<file path="config.mk">
export PLATFORM = sky130hd
export DESIGN_NAME = alu_vector_gen
export DESIGN_NICKNAME = d
export VERILOG_FILES = /design/src/rtl/alu_vector_gen.sv
export SDC_FILE = /design/constraint.sdc
export NUM_CORES = 1
export LEC_CHECK = 0
export ABC_AREA = 1
export BUFFER_PORTS_ARGS = -buffer_cell sky130_fd_sc_hd__buf_2
export CAP_MARGIN = 25
export CORE_MARGIN = 2
export CORE_UTILIZATION = 60
export CTS_BUF_LIST = sky130_fd_sc_hd__clkbuf_4 sky130_fd_sc_hd__clkbuf_8 sky130_fd_sc_hd__clkbuf_16
export CTS_CLUSTER_SIZE = 30
export DETAILED_ROUTE_END_ITERATION = 6
export HOLD_SLACK_MARGIN = 0.15
export PLACE_DENSITY = 0.89
export REMOVE_ABC_BUFFERS = 1
export SKIP_LAST_GASP = 1
export SYNTH_ARGS = -nofsm -noshare
export SYNTH_HDL_FRONTEND = slang
export SYNTH_SLANG_ARGS = --single-unit
</file>
<file path="constraint.sdc">
create_clock -name clk -period 2.6 [get_ports clk]
set_input_delay 0 -clock clk [delete_from_list [all_inputs] [get_ports clk]]
set_output_delay 0 -clock clk [all_outputs]
set_load 0.05 [all_outputs]
</file>
<file path="src/rtl/alu_vector_gen.sv">
// Stimulus and expected-response generator for the 4-op ALU: emits packed
// {op, a, b, result_exp, flags_exp} vectors over a valid/ready stream.
module alu_vector_gen #(
    parameter int          WIDTH      = 3,
    parameter int          NUM_RANDOM = 64,
    parameter logic [31:0] SEED_A     = 32'h1,
    parameter logic [31:0] SEED_B     = 32'h2,
    parameter logic [31:0] SEED_OP    = 32'h3,
    localparam int         VEC_LEN    = 2 + 3*WIDTH + 4
) (
    input  logic               clk,
    input  logic               reset,
    input  logic               start,
    input  logic               mode,
    output logic               vec_valid,
    input  logic               vec_ready,
    output logic [VEC_LEN-1:0] vec_data,
    output logic [31:0]        vec_count,
    output logic               busy,
    output logic               done
);

    localparam int          IDX_W      = 2 + 2*WIDTH;
    localparam logic [31:0] LFSR_TAPS  = 32'h8020_0003;
    localparam logic        FORCE_RAND = (WIDTH > 12);

    typedef enum logic [1:0] {IDLE, RUN, DONE} state_t;

    function automatic logic [31:0] lfsrStep(input logic [31:0] s);
        return s[0] ? ((s >> 1) ^ LFSR_TAPS) : (s >> 1);
    endfunction

    // Golden ALU behaviour; flags are {N, Z, C, V}.
    function automatic logic [VEC_LEN-1:0] makeVec(input logic [1:0] op,
                                                   input logic [WIDTH-1:0] a,
                                                   input logic [WIDTH-1:0] b);
        logic [WIDTH:0]   sum;
        logic [WIDTH-1:0] res;
        logic             c;
        logic             v;
        logic             n;
        logic             z;
        sum = '0;
        res = '0;
        c   = 1'b0;
        v   = 1'b0;
        case (op)
            2'b00: begin
                sum = {1'b0, a} + {1'b0, b};
                res = sum[WIDTH-1:0];
                c   = sum[WIDTH];
                v   = (a[WIDTH-1] == b[WIDTH-1]) && (res[WIDTH-1] != a[WIDTH-1]);
            end
            2'b01: begin
                sum = {1'b0, a} + {1'b0, ~b} + {{WIDTH{1'b0}}, 1'b1};
                res = sum[WIDTH-1:0];
                c   = sum[WIDTH];
                v   = (a[WIDTH-1] != b[WIDTH-1]) && (res[WIDTH-1] != a[WIDTH-1]);
            end
            2'b10:   res = a & b;
            default: res = a | b;
        endcase
        n = res[WIDTH-1];
        z = (res == '0);
        return {op, a, b, res, n, z, c, v};
    endfunction

    state_t             state_q, state_d;
    logic               rand_q, rand_d;
    logic [IDX_W-1:0]   idx_q, idx_d;
    logic [31:0]        lfsrA_q, lfsrA_d;
    logic [31:0]        lfsrB_q, lfsrB_d;
    logic [31:0]        lfsrOp_q, lfsrOp_d;
    logic [31:0]        count_q, count_d;
    logic               valid_q, valid_d;
    logic [VEC_LEN-1:0] data_q, data_d;

    logic               xfer;
    logic               lastVec;
    logic [IDX_W-1:0]   idxNext;
    logic [31:0]        lfsrANext;
    logic [31:0]        lfsrBNext;
    logic [31:0]        lfsrOpNext;

    assign xfer       = valid_q && vec_ready;
    assign lastVec    = rand_q ? (count_q == 32'(NUM_RANDOM - 1)) : (idx_q == '1);
    assign idxNext    = idx_q + IDX_W'(1);
    assign lfsrANext  = lfsrStep(lfsrA_q);
    assign lfsrBNext  = lfsrStep(lfsrB_q);
    assign lfsrOpNext = lfsrStep(lfsrOp_q);

    always_comb begin
        state_d  = state_q;
        rand_d   = rand_q;
        idx_d    = idx_q;
        lfsrA_d  = lfsrA_q;
        lfsrB_d  = lfsrB_q;
        lfsrOp_d = lfsrOp_q;
        count_d  = count_q;
        valid_d  = valid_q;
        data_d   = data_q;
        case (state_q)
            IDLE, DONE: begin
                if (start) begin
                    state_d  = RUN;
                    rand_d   = mode || FORCE_RAND;
                    idx_d    = '0;
                    lfsrA_d  = SEED_A;
                    lfsrB_d  = SEED_B;
                    lfsrOp_d = SEED_OP;
                    count_d  = '0;
                    valid_d  = 1'b1;
                    data_d   = rand_d ? makeVec(SEED_OP[1:0], SEED_A[WIDTH-1:0], SEED_B[WIDTH-1:0])
                                      : makeVec(2'b00, '0, '0);
                end
            end
            RUN: begin
                // Stalls leave every piece of generator state untouched.
                if (xfer) begin
                    count_d = count_q + 32'd1;
                    if (lastVec) begin
                        state_d = DONE;
                        valid_d = 1'b0;
                    end else begin
                        idx_d    = idxNext;
                        lfsrA_d  = lfsrANext;
                        lfsrB_d  = lfsrBNext;
                        lfsrOp_d = lfsrOpNext;
                        data_d   = rand_q ? makeVec(lfsrOpNext[1:0], lfsrANext[WIDTH-1:0], lfsrBNext[WIDTH-1:0])
                                          : makeVec(idxNext[IDX_W-1 -: 2], idxNext[2*WIDTH-1 -: WIDTH],
                                                    idxNext[WIDTH-1:0]);
                    end
                end
            end
            default: state_d = IDLE;
        endcase
    end

    always_ff @(posedge clk) begin
        if (reset) begin
            state_q  <= IDLE;
            rand_q   <= 1'b0;
            idx_q    <= '0;
            lfsrA_q  <= SEED_A;
            lfsrB_q  <= SEED_B;
            lfsrOp_q <= SEED_OP;
            count_q  <= '0;
            valid_q  <= 1'b0;
            data_q   <= '0;
        end else begin
            state_q  <= state_d;
            rand_q   <= rand_d;
            idx_q    <= idx_d;
            lfsrA_q  <= lfsrA_d;
            lfsrB_q  <= lfsrB_d;
            lfsrOp_q <= lfsrOp_d;
            count_q  <= count_d;
            valid_q  <= valid_d;
            data_q   <= data_d;
        end
    end

    assign vec_valid = valid_q;
    assign vec_data  = data_q;
    assign vec_count = count_q;
    assign busy      = (state_q == RUN);
    assign done      = (state_q == DONE);

endmodule

</file>
==> impl_metrics.tcl <==
set metrics [dict create \
    status "finished, final reports clean" \
    start_kind "flop" \
    yosysWarnings 0 \
    cts_tree "yes" \
    io-pin-count 55 \
    vias 7105 \
    hpwlAfterDp_mm 10.5 \
    cts_max_level 4 \
    ys_dominant_reg_cell "dfxtp_1" \
    setup_viol 0 \
    synth_simple_gate_area_share 0.235 \
    clk_latency_ps 420 \
    regArea_um2 3090 \
    leakage_nw 3.57 \
    holdWs_ps 464 \
    cts_buffer_depth 2 \
    hold_viol_final 0 \
    post_cts_buffers 0 \
    rsz0062_at_grt "false" \
    crit_top_cell "nand2_1" \
    fp.coreArea_um2 12000 \
    synthAdderAreaFrac 0.0317 \
    synth-xor-area-share 0.0191 \
    crit_path_end_kind "flop" \
    crit_type "flop to flop" \
    drt_iter0_markers 684 \
    min_path_type "flop to flop" \
    synth-seq-area-share 0.420 \
    die_w_um 115 \
    crit_path_top_delay_cell "dfxtp_4" \
    power_density_nw_per_um2 705 \
    grt_start_max_net_pins 96 \
    syn_area_um2 7330 \
    die-height_um 115 \
    fill_cells 892 \
    routedWlPerCell_um 14.4 \
    grt_pass1_wl_mm 29.3 \
    ant_nets 0 \
    syn_area_per_cell_um2 7.23 \
    synth_edf_count 0 \
    crit_chain "ha_2 -> nand2_1 -> inv_1 -> nand2_1 -> nand2_1 -> inv_1 -> fa_2 -> xnor2_2 -> nand2_1 -> nand2_1 -> nand2_1 -> nand2_1 -> nand2_1 -> nand4_1 -> nand2_1 -> nand2_1 -> a21oi_1" \
    layout-drive-gt1-share 0.127 \
    cts_made_buffers 17 \
    drtPass1Iterations 6 \
    multi_input_area_um2 3680 \
    via_per_inst 5.85 \
    max_stage_delay_ps 390 \
    drv_slew 0 \
    skew_ps 6.02 \
    maxSlewHeadroom 0.354 \
    critPathMaxFanout 7 \
    grt_pass1_vias 6472 \
    total_power_w 0.00589 \
    synth_cell_types 40 \
    maxCapViolations 0 \
    cp_data_arrival_time_ps 2650 \
    final_nets 1078 \
    gp_congestion 0.957 \
    postSynth.asyncResetShare 0 \
    dieArea_um2 13100 \
    drt_wl_total_mm 17.5 \
    port_buffers 54 \
    antenna_found_initial 0 \
    cp.required_ps 2890 \
    syn_inst 1015 \
    irDropWorstVdd_mv 0.413 \
    fmax_mhz 423 \
    synth_top_family_by_area "simple AND/OR/NAND/NOR gates" \
    clk_pin_slew_ps 60 \
    row_count 40 \
    areaGrowthSynthToFinish_pct 13.9 \
    synth_seq_cells 154 \
    grt.total_usage 0.272 \
    grt-ovfl-total 0 \
    synth_compound_area_frac 0.215 \
    tightest_slew_ps 969 \
    period_needed_ps 2360 \
    diodes 0 \
    root_buffer "clkbuf_16" \
    start_util 0.613 \
    cts.sinks 154 \
    finalCritPeriodShare 0.908 \
    drcViolationCount 0 \
    synthMuxAreaShare 0 \
]
## worst max-delay path, delay by kind of cell (launching register included)
kind                     cells  cell delay (ps)
AND/OR/NAND/NOR             11              800
adder cells (fa/ha/maj)      2              590
XOR/XNOR                     1              200
flip-flops                   1              390
AO/OA/AOI/OAI                1               60
buffers and inverters        2              190
## per-layer routing
metal | part of all wire | global-route usage | up-vias | wire length (um)
met1 | 0.43 | 0.346 | 3277 | 7540
met5 | 0 | 0 | - | 0
met2 | 0.47 | 0.438 | 300 | 8290
met4 | 0.033 | 0.132 | 0 | 578
li1 | - | - | 3462 | -
met3 | 0.064 | 0.0588 | 66 | 1120
## final timing paths
| path | start | end | slack, ps | cells past startpoint |
|---|---|---|---|---|
| max reg2reg | idx_q[0] | vec_data[2] | 240 | 17 |
| min | lfsrA_q[29] | lfsrA_q[29] | 460 | 2 |
| max | idx_q[0] | vec_data[2] | 240 | 17 |
| min reg2reg | lfsrA_q[29] | lfsrA_q[29] | 460 | 2 |
## area by class of cell
type,instances,share of cell area
sequential,154,0.370
inverter,84,0.0379
timing repair buffer,76,0.0584
clock inverter,6,0.0103
tap,147,0.0220
clock buffer,25,0.0611
multi-input combinational,722,0.440
## report_power, final
group          switching (W)  total, W  leakage, nW  internal (W)
clock               0.000929   0.00248        0.297       0.00155
sequential         0.0000858   0.00259         1.26       0.00250
combinational       0.000561  0.000825         2.01      0.000263
## sequential cells by signal, summed over array words and instances, names as in the netlist
name       cells
vec_data      14
state_q        2
lfsrA_q       32
vec_valid      1
idx_q          8
rand_q         1
lfsrB_q       32
vec_count     32
lfsrOp_q      32
## what timing repair did
item | 4_1_cts | 5_1_grt
endpoints found under the hold margin | 30 | 0
endpoints found under the setup margin | 0 | 3
gates resized for setup | 0 | 7
hold buffers | 6 | 0
## synth_stat cells, types with 9 or more instances
cell | n | area (um2)
inv_1 | 78 | 293
nor2_1 | 137 | 514
clkbuf_1 | 37 | 139
o21ai_1 | 27 | 135
dfxtp_1 | 154 | 3080
ha_1 | 17 | 213
a21oi_1 | 149 | 746
o21ai_0 | 105 | 526
nand4_1 | 17 | 106
nand3_1 | 45 | 225
nor3_1 | 13 | 65.1
nand2_1 | 143 | 537
xor2_1 | 9 | 78.8
buf_2 | 10 | 50.1
## cells in the final DEF, fill, tap and decap left out, drive strengths merged, types with 25 or more instances in the layout
master | Yosys | layout
nand2 | 148 | 148
buf | 18 | 70
dfxtp | 154 | 154
o21ai | 132 | 132
a21oi | 149 | 149
clkbuf | 37 | 25
inv | 81 | 82
nand3 | 50 | 50
nor2 | 144 | 144
## cells by family after synthesis
kind of cell	count (synthesis)
AO/OA/AOI/OAI	302
XOR/XNOR	16
adder cells (fa/ha/maj)	18
buffers and inverters	139
flip-flops	154
AND/OR/NAND/NOR	386
## through the flow
stage	utilization	setup slack, ps	setup TNS, ps	std cells	instance area, um2
6_report	0.698	238	0	1214	8350
5_1_grt	0.698	45.9	0	1214	8350
4_1_cts	0.697	96.9	0	1214	8340
3_5_place_dp	0.642	111	0	1177	7680
3_3_place_gp	0.642	294	0	1177	7680
2_1_floorplan	-	-1870	-219670	960	7070
(Power assumes the default switching activity.)
